### src/rtl/seg_pkg.sv
// Shared types and constants for the decimal entry/accumulator: FSM states,
// button indices and the active-low 7-segment pattern table.
package seg_pkg;

    typedef enum logic [2:0] {
        IDLE,
        ENTRY,
        CONV,
        ADD,
        DONE
    } state_e;

    localparam int unsigned BTN_NEXT = 0;
    localparam int unsigned BTN_INC  = 1;
    localparam int unsigned BTN_DEC  = 2;
    localparam int unsigned NUM_BTN  = 3;

    // Segment order {g,f,e,d,c,b,a}, low = lit.
    localparam logic [6:0] SEG_LUT [0:9] = '{
        7'h40, 7'h79, 7'h24, 7'h30, 7'h19,
        7'h12, 7'h02, 7'h78, 7'h00, 7'h10
    };

    localparam logic [7:0] SEG_ZERO = 8'hC0;

    // Non-decimal codes cannot occur in the digit register but still blank safely.
    function automatic logic [7:0] seg_encode(input logic [3:0] digit, input logic dp_on);
        logic [6:0] glyph;
        glyph = (digit <= 4'd9) ? SEG_LUT[digit] : 7'h7F;
        return {~dp_on, glyph};
    endfunction

    function automatic longint unsigned pow10(input int unsigned n);
        longint unsigned r;
        r = 1;
        for (int unsigned i = 0; i < n; i++) begin
            r = r * 10;
        end
        return r;
    endfunction

endpackage

### src/rtl/btn_debounce.sv
// Synchronises one raw active-low button, debounces it and emits a single-cycle
// pulse on each accepted press (accepted high-to-low transition).
module btn_debounce #(
    parameter int unsigned DEBOUNCE_BITS = 4
) (
    input  logic clk_i,
    input  logic rst_i,
    input  logic btn_ni,
    output logic press_o
);

    logic [1:0]               sync_q;
    logic                     cand_q;
    logic                     stable_q;
    logic [DEBOUNCE_BITS-1:0] cnt_q;
    logic                     press_q;

    // cand_q tracks the most recent synchronised level; the counter measures how long
    // it has been steady and stable_q only follows once the count has saturated.
    always_ff @(posedge clk_i or posedge rst_i) begin
        if (rst_i) begin
            sync_q   <= 2'b11;
            cand_q   <= 1'b1;
            stable_q <= 1'b1;
            cnt_q    <= '0;
            press_q  <= 1'b0;
        end else begin
            sync_q  <= {sync_q[0], btn_ni};
            press_q <= 1'b0;
            if (sync_q[1] != cand_q) begin
                cand_q <= sync_q[1];
                cnt_q  <= '0;
            end else if (cnt_q != '1) begin
                cnt_q <= cnt_q + DEBOUNCE_BITS'(1);
            end else if (stable_q != cand_q) begin
                stable_q <= cand_q;
                press_q  <= ~cand_q;
            end
        end
    end

    assign press_o = press_q;

endmodule

### src/rtl/bcd_entry_accum.sv
// N-digit decimal entry from three push-buttons with sequential BCD-to-binary
// conversion, replace/saturating-accumulate update and registered 7-seg output.
module bcd_entry_accum
    import seg_pkg::*;
#(
    parameter int unsigned DIGITS        = 4,
    parameter int unsigned DEBOUNCE_BITS = 4,
    parameter int unsigned VAL_W         = 14
) (
    input  logic                  clk,
    input  logic                  rst,
    input  logic [2:0]            btn,
    input  logic                  mode,
    output logic [8*DIGITS-1:0]   seg,
    output logic [VAL_W-1:0]      value,
    output logic                  value_valid,
    output logic                  sat,
    output logic                  busy
);

    localparam int unsigned CUR_W = (DIGITS > 1) ? $clog2(DIGITS) : 1;
    localparam logic [CUR_W-1:0] CUR_MSD = CUR_W'(DIGITS - 1);

    if ((DIGITS < 1) || (DIGITS > 8)) begin : g_bad_digits
        $error("bcd_entry_accum: DIGITS must be in 1..8");
    end
    if ((64'd1 << VAL_W) <= (pow10(DIGITS) - 64'd1)) begin : g_bad_width
        $error("bcd_entry_accum: VAL_W too narrow for DIGITS decimal digits");
    end

    // ---------------------------------------------------------------- buttons
    logic [NUM_BTN-1:0] press;

    for (genvar b = 0; b < NUM_BTN; b++) begin : g_btn
        btn_debounce #(
            .DEBOUNCE_BITS(DEBOUNCE_BITS)
        ) u_debounce (
            .clk_i  (clk),
            .rst_i  (rst),
            .btn_ni (btn[b]),
            .press_o(press[b])
        );
    end

    logic ev_next;
    logic ev_inc;
    logic ev_dec;

    assign ev_next = press[BTN_NEXT];
    assign ev_inc  = press[BTN_INC];
    assign ev_dec  = press[BTN_DEC];

    // ---------------------------------------------------------------- state
    state_e                state_q;
    logic [4*DIGITS-1:0]   digits_q;
    logic [CUR_W-1:0]      cursor_q;
    logic [CUR_W-1:0]      conv_idx_q;
    logic [VAL_W-1:0]      acc_q;
    logic                  mode_q;
    logic [VAL_W-1:0]      value_q;
    logic                  valid_q;
    logic                  sat_q;
    logic [8*DIGITS-1:0]   seg_q;

    // ---------------------------------------------------------------- datapath
    logic [3:0]       cur_digit;
    logic [3:0]       digit_up;
    logic [3:0]       digit_dn;
    logic [3:0]       conv_digit;
    logic [VAL_W-1:0] acc_next;
    logic [VAL_W:0]   sum;

    always_comb begin
        cur_digit  = digits_q[4*cursor_q +: 4];
        digit_up   = (cur_digit == 4'd9) ? 4'd0 : cur_digit + 4'd1;
        digit_dn   = (cur_digit == 4'd0) ? 4'd9 : cur_digit - 4'd1;
        conv_digit = digits_q[4*conv_idx_q +: 4];
        // acc*10 as acc*8 + acc*2; the result always fits since VAL_W covers 10**DIGITS-1.
        acc_next   = (acc_q << 3) + (acc_q << 1) + VAL_W'(conv_digit);
        sum        = {1'b0, value_q} + {1'b0, acc_q};
    end

    // ---------------------------------------------------------------- FSM
    always_ff @(posedge clk or posedge rst) begin
        if (rst) begin
            state_q    <= IDLE;
            digits_q   <= '0;
            cursor_q   <= CUR_MSD;
            conv_idx_q <= CUR_MSD;
            acc_q      <= '0;
            mode_q     <= 1'b0;
            value_q    <= '0;
            valid_q    <= 1'b0;
            sat_q      <= 1'b0;
        end else begin
            valid_q <= 1'b0;
            unique case (state_q)
                IDLE, DONE: begin
                    if (ev_next) begin
                        state_q  <= ENTRY;
                        digits_q <= '0;
                        cursor_q <= CUR_MSD;
                    end
                end
                ENTRY: begin
                    // A next press swallows any inc/dec arriving in the same cycle.
                    if (ev_next) begin
                        if (cursor_q == '0) begin
                            mode_q     <= mode;
                            acc_q      <= '0;
                            conv_idx_q <= CUR_MSD;
                            state_q    <= CONV;
                        end else begin
                            cursor_q <= cursor_q - CUR_W'(1);
                        end
                    end else if (ev_inc && !ev_dec) begin
                        digits_q[4*cursor_q +: 4] <= digit_up;
                    end else if (ev_dec && !ev_inc) begin
                        digits_q[4*cursor_q +: 4] <= digit_dn;
                    end
                end
                CONV: begin
                    acc_q <= acc_next;
                    if (conv_idx_q == '0) begin
                        state_q <= ADD;
                    end else begin
                        conv_idx_q <= conv_idx_q - CUR_W'(1);
                    end
                end
                ADD: begin
                    if (mode_q) begin
                        value_q <= sum[VAL_W] ? '1 : sum[VAL_W-1:0];
                        sat_q   <= sum[VAL_W];
                    end else begin
                        value_q <= acc_q;
                        sat_q   <= 1'b0;
                    end
                    valid_q <= 1'b1;
                    state_q <= DONE;
                end
                default: begin
                    state_q <= IDLE;
                end
            endcase
        end
    end

    // ---------------------------------------------------------------- display
    logic [8*DIGITS-1:0] seg_d;

    always_comb begin
        seg_d = '0;
        for (int i = 0; i < int'(DIGITS); i++) begin
            seg_d[8*i +: 8] = seg_encode(digits_q[4*i +: 4],
                                         (state_q == ENTRY) && (cursor_q == CUR_W'(i)));
        end
    end

    always_ff @(posedge clk or posedge rst) begin
        if (rst) begin
            seg_q <= {DIGITS{SEG_ZERO}};
        end else begin
            seg_q <= seg_d;
        end
    end

    assign seg         = seg_q;
    assign value       = value_q;
    assign value_valid = valid_q;
    assign sat         = sat_q;
    assign busy        = (state_q == CONV) || (state_q == ADD);

endmodule

### config.mk
export PLATFORM = sky130hd
export DESIGN_NAME = bcd_entry_accum
export DESIGN_NICKNAME = d
export VERILOG_FILES = /design/src/rtl/seg_pkg.sv /design/src/rtl/btn_debounce.sv /design/src/rtl/bcd_entry_accum.sv
export SDC_FILE = /design/constraint.sdc
export NUM_CORES = 1
export LEC_CHECK = 0
export BUFFER_PORTS_ARGS = -buffer_cell sky130_fd_sc_hd__buf_2
export CORE_UTILIZATION = 65
export DETAILED_ROUTE_END_ITERATION = 8
export PLACE_DENSITY = 0.83
export SYNTH_ARGS = -nofsm -noshare
export SYNTH_HDL_FRONTEND = slang
export SYNTH_SLANG_ARGS = --single-unit
### constraint.sdc
create_clock -name clk -period 9.5 [get_ports clk]
set_clock_uncertainty 0.05 [all_clocks]
set_input_delay 0.475 -clock clk [delete_from_list [all_inputs] [get_ports clk]]
set_output_delay 0.475 -clock clk [all_outputs]
set_load 0.01 [all_outputs]
==> flow_metrics.env <==
export IMPL_status="complete, no violations"
export IMPL_ys_ff_latch=113
export IMPL_busiest_layer="met2"
export IMPL_cp_top_family="compound AO/OA/AOI/OAI gates"
export IMPL_ys_seq_area_share_pct=42.2
export IMPL_area_growth_pct=14.8
export IMPL_place_hpwl_um=10800
export IMPL_tightest_slew_ns=1.04
export IMPL_hold_path_class="primary input to flop"
export IMPL_cts_root_buf="clkbuf_8"
export IMPL_grt_antenna_before_repair=0
export IMPL_max_freq_ghz=0.282
export IMPL_slew_viol_final=0
export IMPL_netlist_cell_type_count=63
export IMPL_synth_area_um2=6770
export IMPL_start_util_pct=68.0
export IMPL_finalCritPeriodShare_pct=37.3
export IMPL_power_per_cell_area_nw_per_um2=154
export IMPL_tns_ns=0
export IMPL_grt_met2_usage_pct=52.4
export IMPL_path_buf_inv=2
export IMPL_hold_start="mode"
export IMPL_grt_pass1_vias=5562
export IMPL_ios=55
export IMPL_cts_resized=0
export IMPL_fin_crit_ns=3.54
export IMPL_overflow=0
export IMPL_grt_max_degree=61
export IMPL_start_kind="flop"
export IMPL_dp_cells=876
export IMPL_instances_no_fill=912
export IMPL_syn_area_per_cell_um2=9.51
export IMPL_port_buffer_count=54
export IMPL_grt_pass1_wl_um=25900
export IMPL_synth_edf_count=0
export IMPL_drive_gt1_share_pct=16.3
export IMPL_cp_end_kind="flop"
export IMPL_synth_cells=712
export IMPL_first_iter_violations=326
export IMPL_hold_viol_final=0
export IMPL_crit_type="flop to flop"
export IMPL_crit_slowest_cell="dfstp_2"
export IMPL_clkLatencyLatePin_ns=0.53
export IMPL_maxSlewHeadroom_pct=30.6
export IMPL_firstDrtPassIters=4
export IMPL_fin_nets=848
export IMPL_async_flop_share_pct=100
export IMPL_ant_nets=0
export IMPL_die_w_um=104
export IMPL_path_cells="mux4_2, inv_1, fa_1, inv_1, ha_1, a21oi_1, o211ai_1, o41ai_1, a211oi_1, o2111ai_1, o211ai_1"
export IMPL_cts_made_buffers=17
export IMPL_drc_errors=0
export IMPL_grt_util_met3_pct=7.46
export IMPL_antenna_cells=0
export IMPL_yosysWarningCount=0
export IMPL_setup_viol=0
export IMPL_cp_required_ns=9.84
export IMPL_ir_worst_vdd_v=0.000113
export IMPL_cts_max_path_buffers=2
export IMPL_coreArea_um2=9950
export IMPL_p_leak_nw=3.75
export IMPL_vias=5624
export IMPL_critical_path_max_stage_delay_ns=0.63
export IMPL_die_area_um2=10800
export IMPL_clock_sinks=113
export IMPL_max_cap_violations=0
export IMPL_rsz0062_at_grt="no"
export IMPL_crit_start="conv_idx_q[0]$_DFFE_PP1P_"
export IMPL_fp_dieH_um=104
export IMPL_wl_per_cell_um=17.1
export IMPL_worstPathArrival_ns=3.88
export IMPL_clk_pin_slew_ns=0.06
export IMPL_gr_usage_met1_pct=35.6
export IMPL_wl_um=15600
export IMPL_cts_tree="done"
export IMPL_syn_nets=794
export IMPL_via_per_inst=6.17
export IMPL_h_tree_depth=4
export IMPL_crit_reg2reg_launch="conv_idx_q[0]$_DFFE_PP1P_"
export IMPL_grt_util_all_layers_pct=30.3
export IMPL_crit_fanout=7
export IMPL_synth_ff_type="dfrtp_1"
export IMPL_routabilityCongestion=0.894
export IMPL_final_util_pct=78.1
export IMPL_rows=36
## layout by cell type (no fill, tap or decap), types with 5 or more instances in the layout
master / synthesis / layout
dfrtp_1: 89 / 89
nand2_1: 78 / 78
ha_1: 73 / 73
o21ai_0: 62 / 62
a21oi_1: 58 / 58
nor2_1: 56 / 56
buf_2: 4 / 54
inv_1: 48 / 47
dfstp_2: 24 / 24
nor3_1: 20 / 20
xnor2_1: 16 / 16
clkbuf_16: 0 / 16
nand3_1: 14 / 14
o21ai_1: 12 / 12
a22o_1: 10 / 10
xor2_1: 9 / 9
mux4_2: 8 / 8
nor2b_1: 8 / 8
a31oi_1: 8 / 8
nor3b_1: 7 / 7
mux2i_1: 6 / 6
a211oi_1: 6 / 6
a21o_1: 6 / 6
clkbuf_8: 0 / 6
nand2b_1: 5 / 5
nand4_1: 5 / 5
## registers in the layout, indices dropped and copies added, names as in the netlist
signal	count
value	14
acc_q	14
sat	1
g_btn.u_debounce.cand_q	3
g_btn.u_debounce.sync_q	6
digits_q	16
value_valid	1
g_btn.u_debounce.press_o	3
cursor_q	2
mode_q	1
seg	32
g_btn.u_debounce.cnt_q	12
state_q	3
g_btn.u_debounce.stable_q	3
conv_idx_q	2
## report_power, final
group	switching, mW	internal [mW]
registers	0.0105	0.492
clock network	0.224	0.434
logic	0.0221	0.0118
## Yosys cell counts (all sizes together) (4+ instances only)
cell,number,share of area [%]
nor2,56,3.1
a31oi,8,0.74
ha,73,13
mux2i,6,0.89
nor2b,9,0.94
nor3,20,1.5
xnor2,16,2.1
dfstp,24,9.3
a22o,10,1.3
nand4,5,0.46
o21ai,75,5.6
xor2,9,1.2
o2111ai,4,0.52
inv,48,2.7
a21o,6,0.67
nor3b,7,0.78
mux4,8,2.7
buf,6,0.52
a21oi,58,4.3
nand3,14,1.0
dfrtp,89,33
nand2,78,4.3
o31ai,4,0.44
nand2b,5,0.46
clkbuf,19,1.1
a211oi,6,0.67
## layout make-up
| class | count | area, µm² |
|---|---|---|
| multi-input combinational | 526 | 3620 |
| sequential | 113 | 2860 |
| fill | 643 | 2180 |
| clock buffer | 24 | 490 |
| timing repair buffer | 60 | 325 |
| inverter | 48 | 183 |
| tap | 133 | 166 |
| clock inverter | 8 | 125 |
## routing by layer
layer / share of wire, % / routed length [µm]
met5: 0 / 0
met3: 5.2 / 817
met4: 3.0 / 468
met1: 40 / 6290
met2: 51 / 8030
## kinds of logic (layout without fill, tap and decap cells)
| family | Yosys count | in the layout | synth area share, % |
|---|---|---|---|
| AO/OA/AOI/OAI | 199 | 199 | 17.7 |
| XOR/XNOR | 25 | 25 | 3.23 |
| adder cells (fa/ha/maj) | 76 | 76 | 14.4 |
| buffers and inverters | 73 | 140 | 4.25 |
| flip-flops | 113 | 113 | 42.2 |
| multiplexers | 16 | 16 | 3.88 |
| AND/OR/NAND/NOR | 210 | 210 | 14.4 |
## repair_timing
action                                  CTS  global route
hold buffers                              4             0
setup buffers                             0             0
endpoints found under the setup margin    0             0
hold endpoints to repair                 21             0
## path summary, 6_finish.rpt
kind / to / slack [ns] / cells past startpoint
min in group asynchronous: seg[21]$_DFF_PP0_ / 0.53 / 3
max in group asynchronous: acc_q[7]$_DFFE_PP0P_ / 7.67 / 4
min: mode_q$_DFFE_PP0P_ / 0.16 / 2
max reg2reg: acc_q[13]$_DFFE_PP0P_ / 5.96 / 11
min reg2reg: g_btn[2].u_debounce.sync_q[1]$_DFF_PP1_ / 0.31 / 0
max: acc_q[13]$_DFFE_PP0P_ / 5.96 / 11
## per-stage QoR
step | total power [mW] | setup WS [ns] | hold slack [ns] | area [µm²]
final | 1.19 | 5.96 | 0.162 | 7770
after global routing | 1.23 | 5.72 | 0.157 | 7770
after CTS | 1.20 | 5.97 | 0.139 | 7770
after detailed placement | 0.543 | 6.10 | 0.297 | 7120
after global placement | 0.539 | 6.17 | 0.296 | 7120
after floorplan | 0.532 | 6.03 | 0.295 | 6770
Power figures use the tool's default switching activity.
